--- src/rtl/char_pixel_gen.sv ---
// Text-mode pixel generator: maps the raster position onto a character grid, fetches
// glyph rows from an external text buffer and font ROM, and overlays a blinking underline cursor.
module char_pixel_gen #(
    parameter int          CHAR_HEIGHT  = 16,
    parameter int          TEXT_COLS    = 80,
    parameter int          TEXT_ROWS    = 30,
    parameter logic [11:0] FG_COLOR     = 12'hFFF,
    parameter logic [11:0] BG_COLOR     = 12'h000,
    parameter int          BLINK_FRAMES = 32
) (
    input  logic        clk,
    input  logic        rst_n,
    input  logic [10:0] hcount,
    input  logic [10:0] vcount,
    input  logic        hsync_in,
    input  logic        vsync_in,
    input  logic        blank_in,
    input  logic [6:0]  cursor_col,
    input  logic [4:0]  cursor_row,
    input  logic        cursor_en,
    output logic [11:0] text_addr,
    input  logic [7:0]  text_char,
    output logic [11:0] char_address,
    input  logic [7:0]  data_rom,
    output logic [11:0] rgb,
    output logic        hsync_out,
    output logic        vsync_out,
    output logic        blank_out
);

    localparam logic [7:0]  COLS_LIM  = 8'(TEXT_COLS);
    localparam logic [5:0]  ROWS_LIM  = 6'(TEXT_ROWS);
    localparam logic [11:0] COLS_MUL  = 12'(TEXT_COLS);
    localparam logic [4:0]  CUR_START = 5'(CHAR_HEIGHT - 2);
    localparam int          FW        = (BLINK_FRAMES > 1) ? $clog2(BLINK_FRAMES) : 1;
    localparam logic [FW-1:0] FRAME_LAST = FW'(BLINK_FRAMES - 1);

    logic [6:0]  col_s;
    logic [4:0]  row_s;
    logic        in_text_s;
    logic        hit_s;
    logic        unused_s;

    logic [FW-1:0] frame_cnt_r;
    logic          blink_phase_r;
    logic          vsync_prev_r;

    logic [3:0]  glyph_row_1_r;
    logic [2:0]  xoff_1_r;
    logic        hit_1_r;
    logic        in_text_1_r;
    logic        hsync_1_r;
    logic        vsync_1_r;
    logic        blank_1_r;

    logic [7:0]  rom_2_r;
    logic [2:0]  xoff_2_r;
    logic        hit_2_r;
    logic        in_text_2_r;
    logic        hsync_2_r;
    logic        vsync_2_r;
    logic        blank_2_r;

    logic        pixel_s;
    logic [11:0] rgb_s;

    assign col_s    = hcount[9:3];
    assign row_s    = vcount[8:4];
    assign unused_s = ^{hcount[10], vcount[10:9]};

    // Stage 0: text-grid lookup, buffer address and cursor hit
    always_comb begin
        in_text_s = ({1'b0, col_s} < COLS_LIM) && ({1'b0, row_s} < ROWS_LIM);
        hit_s     = 1'b0;
        text_addr = 12'd0;
        if (in_text_s) begin
            text_addr = ({7'd0, row_s} * COLS_MUL) + {5'd0, col_s};
        end else begin
            text_addr = 12'd0;
        end
        // Out-of-range cursor coordinates never match an on-screen cell, so no clamping is needed
        if (cursor_en && blink_phase_r && (col_s == cursor_col) && (row_s == cursor_row)
            && ({1'b0, vcount[3:0]} >= CUR_START)) begin
            hit_s = 1'b1;
        end else begin
            hit_s = 1'b0;
        end
    end

    // Blink timebase: counts vsync rising edges, toggles phase every BLINK_FRAMES frames
    always_ff @(posedge clk or negedge rst_n) begin
        if (!rst_n) begin
            frame_cnt_r   <= '0;
            blink_phase_r <= 1'b1;
            vsync_prev_r  <= 1'b0;
        end else begin
            vsync_prev_r <= vsync_in;
            if (vsync_in && !vsync_prev_r) begin
                if (frame_cnt_r == FRAME_LAST) begin
                    frame_cnt_r   <= '0;
                    blink_phase_r <= ~blink_phase_r;
                end else begin
                    frame_cnt_r <= frame_cnt_r + FW'(1);
                end
            end
        end
    end

    // Stage 1 registers: text_char arrives from the buffer alongside these
    always_ff @(posedge clk or negedge rst_n) begin
        if (!rst_n) begin
            glyph_row_1_r <= 4'd0;
            xoff_1_r      <= 3'd0;
            hit_1_r       <= 1'b0;
            in_text_1_r   <= 1'b0;
            hsync_1_r     <= 1'b0;
            vsync_1_r     <= 1'b0;
            blank_1_r     <= 1'b1;
        end else begin
            glyph_row_1_r <= vcount[3:0];
            xoff_1_r      <= hcount[2:0];
            hit_1_r       <= hit_s;
            in_text_1_r   <= in_text_s;
            hsync_1_r     <= hsync_in;
            vsync_1_r     <= vsync_in;
            blank_1_r     <= blank_in;
        end
    end

    assign char_address = {text_char, glyph_row_1_r};

    // Stage 2 registers: capture the font row returned for this character
    always_ff @(posedge clk or negedge rst_n) begin
        if (!rst_n) begin
            rom_2_r     <= 8'd0;
            xoff_2_r    <= 3'd0;
            hit_2_r     <= 1'b0;
            in_text_2_r <= 1'b0;
            hsync_2_r   <= 1'b0;
            vsync_2_r   <= 1'b0;
            blank_2_r   <= 1'b1;
        end else begin
            rom_2_r     <= data_rom;
            xoff_2_r    <= xoff_1_r;
            hit_2_r     <= hit_1_r;
            in_text_2_r <= in_text_1_r;
            hsync_2_r   <= hsync_1_r;
            vsync_2_r   <= vsync_1_r;
            blank_2_r   <= blank_1_r;
        end
    end

    // Colour selection: blank dominates, then off-grid background, then glyph XOR cursor
    always_comb begin
        pixel_s = rom_2_r[3'd7 - xoff_2_r];
        rgb_s   = BG_COLOR;
        if (blank_2_r) begin
            rgb_s = 12'h000;
        end else if (!in_text_2_r) begin
            rgb_s = BG_COLOR;
        end else if (pixel_s ^ hit_2_r) begin
            rgb_s = FG_COLOR;
        end else begin
            rgb_s = BG_COLOR;
        end
    end

    // Output registers: colour and timing leave with identical 3-cycle latency
    always_ff @(posedge clk or negedge rst_n) begin
        if (!rst_n) begin
            rgb       <= 12'h000;
            hsync_out <= 1'b0;
            vsync_out <= 1'b0;
            blank_out <= 1'b1;
        end else begin
            rgb       <= rgb_s;
            hsync_out <= hsync_2_r;
            vsync_out <= vsync_2_r;
            blank_out <= blank_2_r;
        end
    end

endmodule

--- config.mk ---
export PLATFORM = sky130hd
export DESIGN_NAME = char_pixel_gen
export DESIGN_NICKNAME = d
export VERILOG_FILES = /design/src/rtl/char_pixel_gen.sv
export SDC_FILE = /design/constraint.sdc
export NUM_CORES = 1
export LEC_CHECK = 0
export CELL_PAD_IN_SITES_DETAIL_PLACEMENT = 0
export CELL_PAD_IN_SITES_GLOBAL_PLACEMENT = 1
export CORE_UTILIZATION = 32
export CTS_CLUSTER_DIAMETER = 30
export DETAILED_ROUTE_END_ITERATION = 7
export PLACE_DENSITY_LB_ADDON = 0.1
export SLEW_MARGIN = 20
export SYNTH_ARGS = -nofsm -noshare
export SYNTH_HDL_FRONTEND = slang
export SYNTH_SLANG_ARGS = --single-unit
export TNS_END_PERCENT = 1
--- constraint.sdc ---
create_clock -name clk -period 4.5 [get_ports clk]
set_input_delay 0.9 -clock clk [delete_from_list [all_inputs] [get_ports clk]]
set_output_delay 0.9 -clock clk [all_outputs]
set_load 0.05 [all_outputs]
==> results of run 1 <==
## routing by layer
layer,GRT usage,wire (um),vias to the layer above
met5,0,0,-
met4,0.0685,79,0
met3,0.0372,273,10
met2,0.232,1880,69
met1,0.145,1540,651
li1,-,-,655
## synthesized netlist by cell type, types with 5 or more instances
master / number
nand2_1: 10
dfrtp_1: 34
nor2_1: 5
xnor2_1: 15
ha_1: 11
inv_1: 7
nor2b_1: 5
buf_4: 19
and3_1: 7
o21ai_0: 6
## worst paths after layout
| path | end | slack (ns) |
|---|---|---|
| worst max register to register | frame_cnt_r[3] | 2.92 |
| min in group asynchronous | rom_2_r[4] | 0.71 |
| worst min-delay path | in_text_2_r | 0.34 |
| worst min register to register | in_text_2_r | 0.34 |
| max in group asynchronous | hsync_2_r | 3.28 |
| worst max-delay path | text_addr[10] | 0.18 |
## cells in the final DEF (no fill, tap or decap), types with 2 or more instances in the layout
master           Yosys  layout
nand3_1              2       2
buf_4               19       6
xnor2_1             15      15
a31oi_1              2       2
nor2b_1              5       4
dfrtp_1             34      34
a21oi_1              2       2
nand2b_1             3       3
ha_1                11      11
fa_1                 2       2
inv_1                7       7
dfstp_2              4       4
nand2_1             10      10
mux4_1               2       2
buf_12               0       4
xor2_1               4       4
a21o_1               2       2
nand4_1              4       4
o21ai_0              6       6
clkdlybuf4s50_1      0      68
clkbuf_8             0       6
and3_1               7       7
nor2_1               5       5
## metrics by stage
stage / worst slack, ns / hold WS, ns / area, um^2
CTS: 0.0813 / 0.345 / 2720
detailed placement: 0.0886 / 0.336 / 2630
finish: 0.178 / 0.344 / 2720
global route: 0.0660 / 0.350 / 2720
global placement: 0.206 / 0.333 / 2630
floorplan: 0.326 / 0.331 / 1870
## power breakdown
part	total [mW]	internal (mW)	switching (mW)
sequential	0.400	0.377	0.0231
combinational	0.318	0.143	0.175
clock	0.228	0.123	0.105
## worst reg2reg max path, cell delays in order (launching register included)
cell and delay [ns]:
dfrtp_1 0.42, ha_1 0.25, and3_1 0.19, ha_1 0.22, nand2b_1 0.18, o31ai_1 0.22
## layout make-up
class,instances,area [um^2],share of cell area
clock inverters,1,5.00,0.00184
repair buffers,79,811,0.298
flip-flops and latches,38,956,0.351
well taps,72,90.1,0.0331
multi-input cells,94,748,0.275
inverters,7,26.3,0.00965
clock buffers,7,86.3,0.0317
## cells by family (layout without fill, tap and decap cells)
logic type / after synthesis / after routing / share of synthesized area
AOI/OAI and AO/OA: 16 / 16 / 0.0523
xor gates and xnor gates: 19 / 19 / 0.0891
adders and majority gates: 13 / 13 / 0.0952
buffers and inverters: 26 / 94 / 0.0905
DFF: 38 / 38 / 0.512
muxes: 4 / 4 / 0.0389
and+or+nand+nor: 42 / 42 / 0.122
## flip-flops by register name, indices dropped and copies added (netlist names), 3 cells and up
name,flops
glyph_row_1_r,4
frame_cnt_r,5
xoff_1_r,3
xoff_2_r,3
rom_2_r,8
==> summary.txt, run 1 <==
Status
  • Outcome: finished clean

Floorplanning
  • Ports: 95
  • Initial cell density of the core: 0.335
  • Placeable core area: between 0.005 and 0.006 mm^2
  • Core Rows: 27
  • Die Width: between 70 and 80 um
  • Total die area: 0.00614 mm^2
  • Die H: just under 80 um

Run
  • Max Cap Viol: 0

Synthesis
  • Synth Register Bits: 38
  • Top cell type's share of synthesized area: 0.456
  • Area leader, netlist: dfrtp_1
  • Unique masters post-synth: 31
  • Syn avg cell area: about 12 um^2
  • Post-synth design cell area: between 0.0015 and 0.002 mm^2
  • Post-synth EDFFs: 0
  • Most common flop cell mapped by yosys: dfrtp_1
  • Syn nets: about 230
  • Ranking of synthesized cells by area: dfrtp_1 46%, buf_4 7.6%, ha_1 7.4%, xnor2_1 7.0%, dfstp_2 5.6%
  • Mapped Cells: about 160
  • Sequential area share after synthesis: 0.512
  • YS warnings: 0
  • Async S/R FF share, synth: 1.00

Setup path
  • CP max stage cell: fa_1
  • Worst Path Required: 3.60 ns
  • Startpoint Class: primary input
  • CP Max Fanout: 3
  • CP Launch Point: vcount[5]
  • CP delay by family, top: adder cells
  • WP buf/inv: 3
  • Worst path max stage delay: around 0.46 ns
  • Crit Path Category: primary input to output port
  • Reg2Reg Launch Point: frame_cnt_r[0]
  • CP endpoint kind: output port
  • Critical Path Most Common Cell: ha_1
  • Critical path arrival: between 3 and 4 ns
  • CP Cell Sequence: clkdlybuf4s50_1 > ha_1 > ha_1 > inv_1 > fa_1 > nor2b_2 > o211ai_1 > or2_2 > mux2i_2 > buf_12
  • Number of cells on the critical path: 10
  • R2R cell count: 5

Drt
  • Routed vias/inst: around 4.6
  • Drt first-iter violations: 27
  • Routed Antenna Nets: 0
  • Vias: ~1400
  • Drt wl/cell: 12.7 um
  • Total Routed Length: between 3000 and 4000 um
  • Drc violations: 0
  • DR pass1 iterations: 4

Timing
  • Final setup violation count: 0
  • Slew @ Worst Pin: around 0.8 ns
  • Slew Limit Fails: 0
  • Final setup skew: 0.00605 ns
  • RSZ-0062 raised after global routing: no
  • Fmax: around 230 MHz
  • Fin Setup TNS: 0 ns
  • Slew headroom: 0.466
  • Final Cycle Share: 0.960
  • Fin crit period: 4.32 ns
  • Endpoints failing hold: 0

Global route
  • Vias in the first global route: approximately 1500
  • Antenna violations before repair: 0
  • First-pass GRT wire length: between 6000 and 7000 um
  • GRT Overall Usage: 0.132
  • Grt total ovfl: 0
  • Pin count of the biggest net entering global routing: 39

Layout
  • Layout area overhead: 45.8%
  • Antenna cells: 0
  • Post-route insts no fill: just under 300
  • # nets final: 294
  • Share of layout cells above drive strength 1: 0.115
  • Fin util: 0.488
  • Fillers: ~510

Place
  • Gpl congestion: 0.732
  • Port bufs: between 70 and 80
  • Final HPWL DP: roughly 3000 um
  • Placed cell count: 290

Clock tree
  • CTS root buf: clkbuf_8
  • CTS tree: yes
  • Clock Tree Buf Depth: 2
  • Clock Pin Slew Worst Setup and Hold Paths: about 0.070 ns
  • Resize count post-CTS: 0
  • Clock sink count: 38
  • CTS Buf Count: 5
  • Worst-Skew Late Latency: 0.28 ns
  • Setup bufs post-CTS: 0
  • H-tree depth: 2
  • Cts hold-fix bufs: 0

Power
  • Design Power: 0.946 mW
  • PD cells: 348 mW/mm^2
  • Worst-case vdd ir drop: approximately 190 uV
  • P_leak: around 1.2 nW

Min path
  • HP Start: in_text_1_r
  • Hold path cells: 0
  • Worst min-delay path class: register to register
(Power assumes the default switching activity.)
==> run 2: changes to the inputs <==
--- a/config.mk
+++ b/config.mk
@@ -7,6 +7,7 @@
 export LEC_CHECK = 0
 export CELL_PAD_IN_SITES_DETAIL_PLACEMENT = 0
 export CELL_PAD_IN_SITES_GLOBAL_PLACEMENT = 1
+export CORE_MARGIN = 2
 export CORE_UTILIZATION = 32
 export CTS_CLUSTER_DIAMETER = 30
 export DETAILED_ROUTE_END_ITERATION = 7
@@ -15,4 +16,4 @@
 export SYNTH_ARGS = -nofsm -noshare
 export SYNTH_HDL_FRONTEND = slang
 export SYNTH_SLANG_ARGS = --single-unit
-export TNS_END_PERCENT = 1
+export TNS_END_PERCENT = 30
==> summary.txt, run 2 (synthesized netlist as in run 1, its figures left out) <==
Status
  • Outcome: finished clean

Setup path
  • Startpoint Class: primary input
  • Crit Path Category: primary input to output port
  • WP buf/inv: 3
  • CP delay by family, top: adder cells
  • CP endpoint kind: output port
  • Critical Path Most Common Cell: ha_1
  • Critical path arrival: between 3 and 4 ns
  • Worst path max stage delay: about 0.46 ns
  • CP Cell Sequence: clkdlybuf4s50_1 > ha_1 > ha_1 > inv_1 > fa_1 > nor2b_2 > o211ai_1 > or2_2 > mux2i_2 > buf_12
  • Worst Path Required: roughly 3.6 ns
  • CP max stage cell: fa_1
  • CP Max Fanout: 3

Drt
  • Routed vias/inst: around 4.5
  • Drc violations: 0
  • Drt first-iter violations: between 40 and 50
  • Routed Antenna Nets: 0
  • Drt wl/cell: 12.7 um
  • Total Routed Length: around 3800 um
  • Vias: about 1400
  • DR pass1 iterations: 3

Place
  • Final HPWL DP: just over 3000 um
  • Placed cell count: 290
  • Port bufs: 75
  • Gpl congestion: 0.743

Global route
  • Antenna violations before repair: 0
  • GRT Overall Usage: 0.131
  • Pin count of the biggest net entering global routing: 39
  • First-pass GRT wire length: 6300 um
  • Vias in the first global route: around 1400
  • Grt total ovfl: 0

Layout
  • Largest Register: rom_2_r
  • Share of layout cells above drive strength 1: 0.119
  • # nets final: 294
  • Antenna cells: 0
  • Post-route insts no fill: between 200 and 300
  • Max reg flops: 8
  • Most common cell after layout, fill and taps aside: clkdlybuf4s50_1
  • Layout area overhead: 46.8%
  • Commonest cells after routing, fill and taps aside: 68 x clkdlybuf4s50_1, 34 x dfrtp_1, 15 x xnor2_1
  • Largest registers: rom_2_r x8, frame_cnt_r x5, glyph_row_1_r x4

Timing
  • Final Cycle Share: 0.958
  • Fin Setup TNS: 0 ns
  • Slew @ Worst Pin: between 0.7 and 0.8 ns
  • Slew Limit Fails: 0
  • Final setup violation count: 0
  • RSZ-0062 raised after global routing: no
  • Final setup skew: 0.00381 ns
  • Slew headroom: 0.477
  • Fmax: approximately 230 MHz
  • Endpoints failing hold: 0
  • Final hold slack: roughly 0.35 ns
  • Fin crit period: between 4 and 5 ns

Floorplanning
  • Core Rows: 27
  • Die Width: about 80 um
  • Die H: 80.4 um
  • Total die area: roughly 0.0065 mm^2
  • Initial cell density of the core: 0.335
  • Placeable core area: around 0.0056 mm^2
  • Ports: 95

Power
  • Sw frac: 0.311
  • P_leak: between 1 and 1.5 nW
  • Net Sw Power: 0.307 mW
  • PD cells: about 360 mW/mm^2
  • Design Power: just under 1 mW
  • Clock share of power: 0.276
  • Cell Int Power: 0.682 mW
  • Comb power frac: 0.321
  • Worst-case vdd ir drop: between 100 and 150 uV
  • Seq pwr share: 0.403

Clock tree
  • Clock sink count: 38
  • Worst-Skew Late Latency: 0.29 ns
  • CTS Buf Count: 5
  • H-tree depth: 2
  • CTS tree: yes
  • Clock Pin Slew Worst Setup and Hold Paths: about 0.070 ns
  • CTS root buf: clkbuf_8
  • Clock Tree Buf Depth: 2

Min path
  • Worst min-delay path class: register to register

Run
  • Max Cap Viol: 0
## run 2: changes by cell type in the layout (fill, tap and decap cells not counted)
cell,previous run,this run
bufinv_16,0,1
clkbuf_8,6,5
clkbuf_1,1,0
clkinv_2,1,2
## run 2: final timing paths
check | from | endpoint | slack [ns] | cells after the start
max reg2reg | frame_cnt_r[0] | frame_cnt_r[2] | 2.96 | 5
min reg2reg | vsync_2_r | vsync_out | 0.35 | 0
max | vcount[5] | text_addr[10] | 0.19 | 10
min in group asynchronous | rst_n | hit_2_r | 0.69 | 1
min | vsync_2_r | vsync_out | 0.35 | 0
max in group asynchronous | rst_n | frame_cnt_r[2] | 3.32 | 1
## run 2: power groups by stage
stage	clock network [mW]	registers (mW)	logic, mW
6_report	0.273	0.399	0.318
5_1_grt	0.303	0.405	0.344
4_1_cts	0.283	0.399	0.319
3_5_place_dp	0	0.405	0.318
3_3_place_gp	0	0.403	0.311
2_1_floorplan	0	0.414	0.195
## run 2: repair_timing
action                                  4_1_cts  5_1_grt
endpoints found under the setup margin        0        1
resized for setup                             0        2
hold buffers                                  0        0
buffers inserted                              0        0
## run 2: cell type report
type                       count  area (um^2)
fill                         505         2830
clock inverter                 3         40.0
multi-input combinational     94          748
clock buffer                   5         68.8
tap                           72         90.1
timing repair buffer          79          811
sequential                    38          956
inverter                       7         26.3
## run 2: metal layers
layer / track usage / wire length, um / share of wire
met1: 0.135 / 1420 / 0.38
met2: 0.224 / 1870 / 0.49
met3: 0.0573 / 406 / 0.11
met4: 0.0678 / 85 / 0.022
met5: 0 / 0 / 0
## run 2: through the flow
step | area, um^2 | utilization | setup slack (ns)
CTS | 2730 | 0.490 | 0.113
global placement | 2630 | 0.471 | 0.205
global route | 2740 | 0.492 | 0.0510
finish | 2740 | 0.492 | 0.191
floorplan | 1870 | - | 0.326
detailed placement | 2630 | 0.471 | 0.107
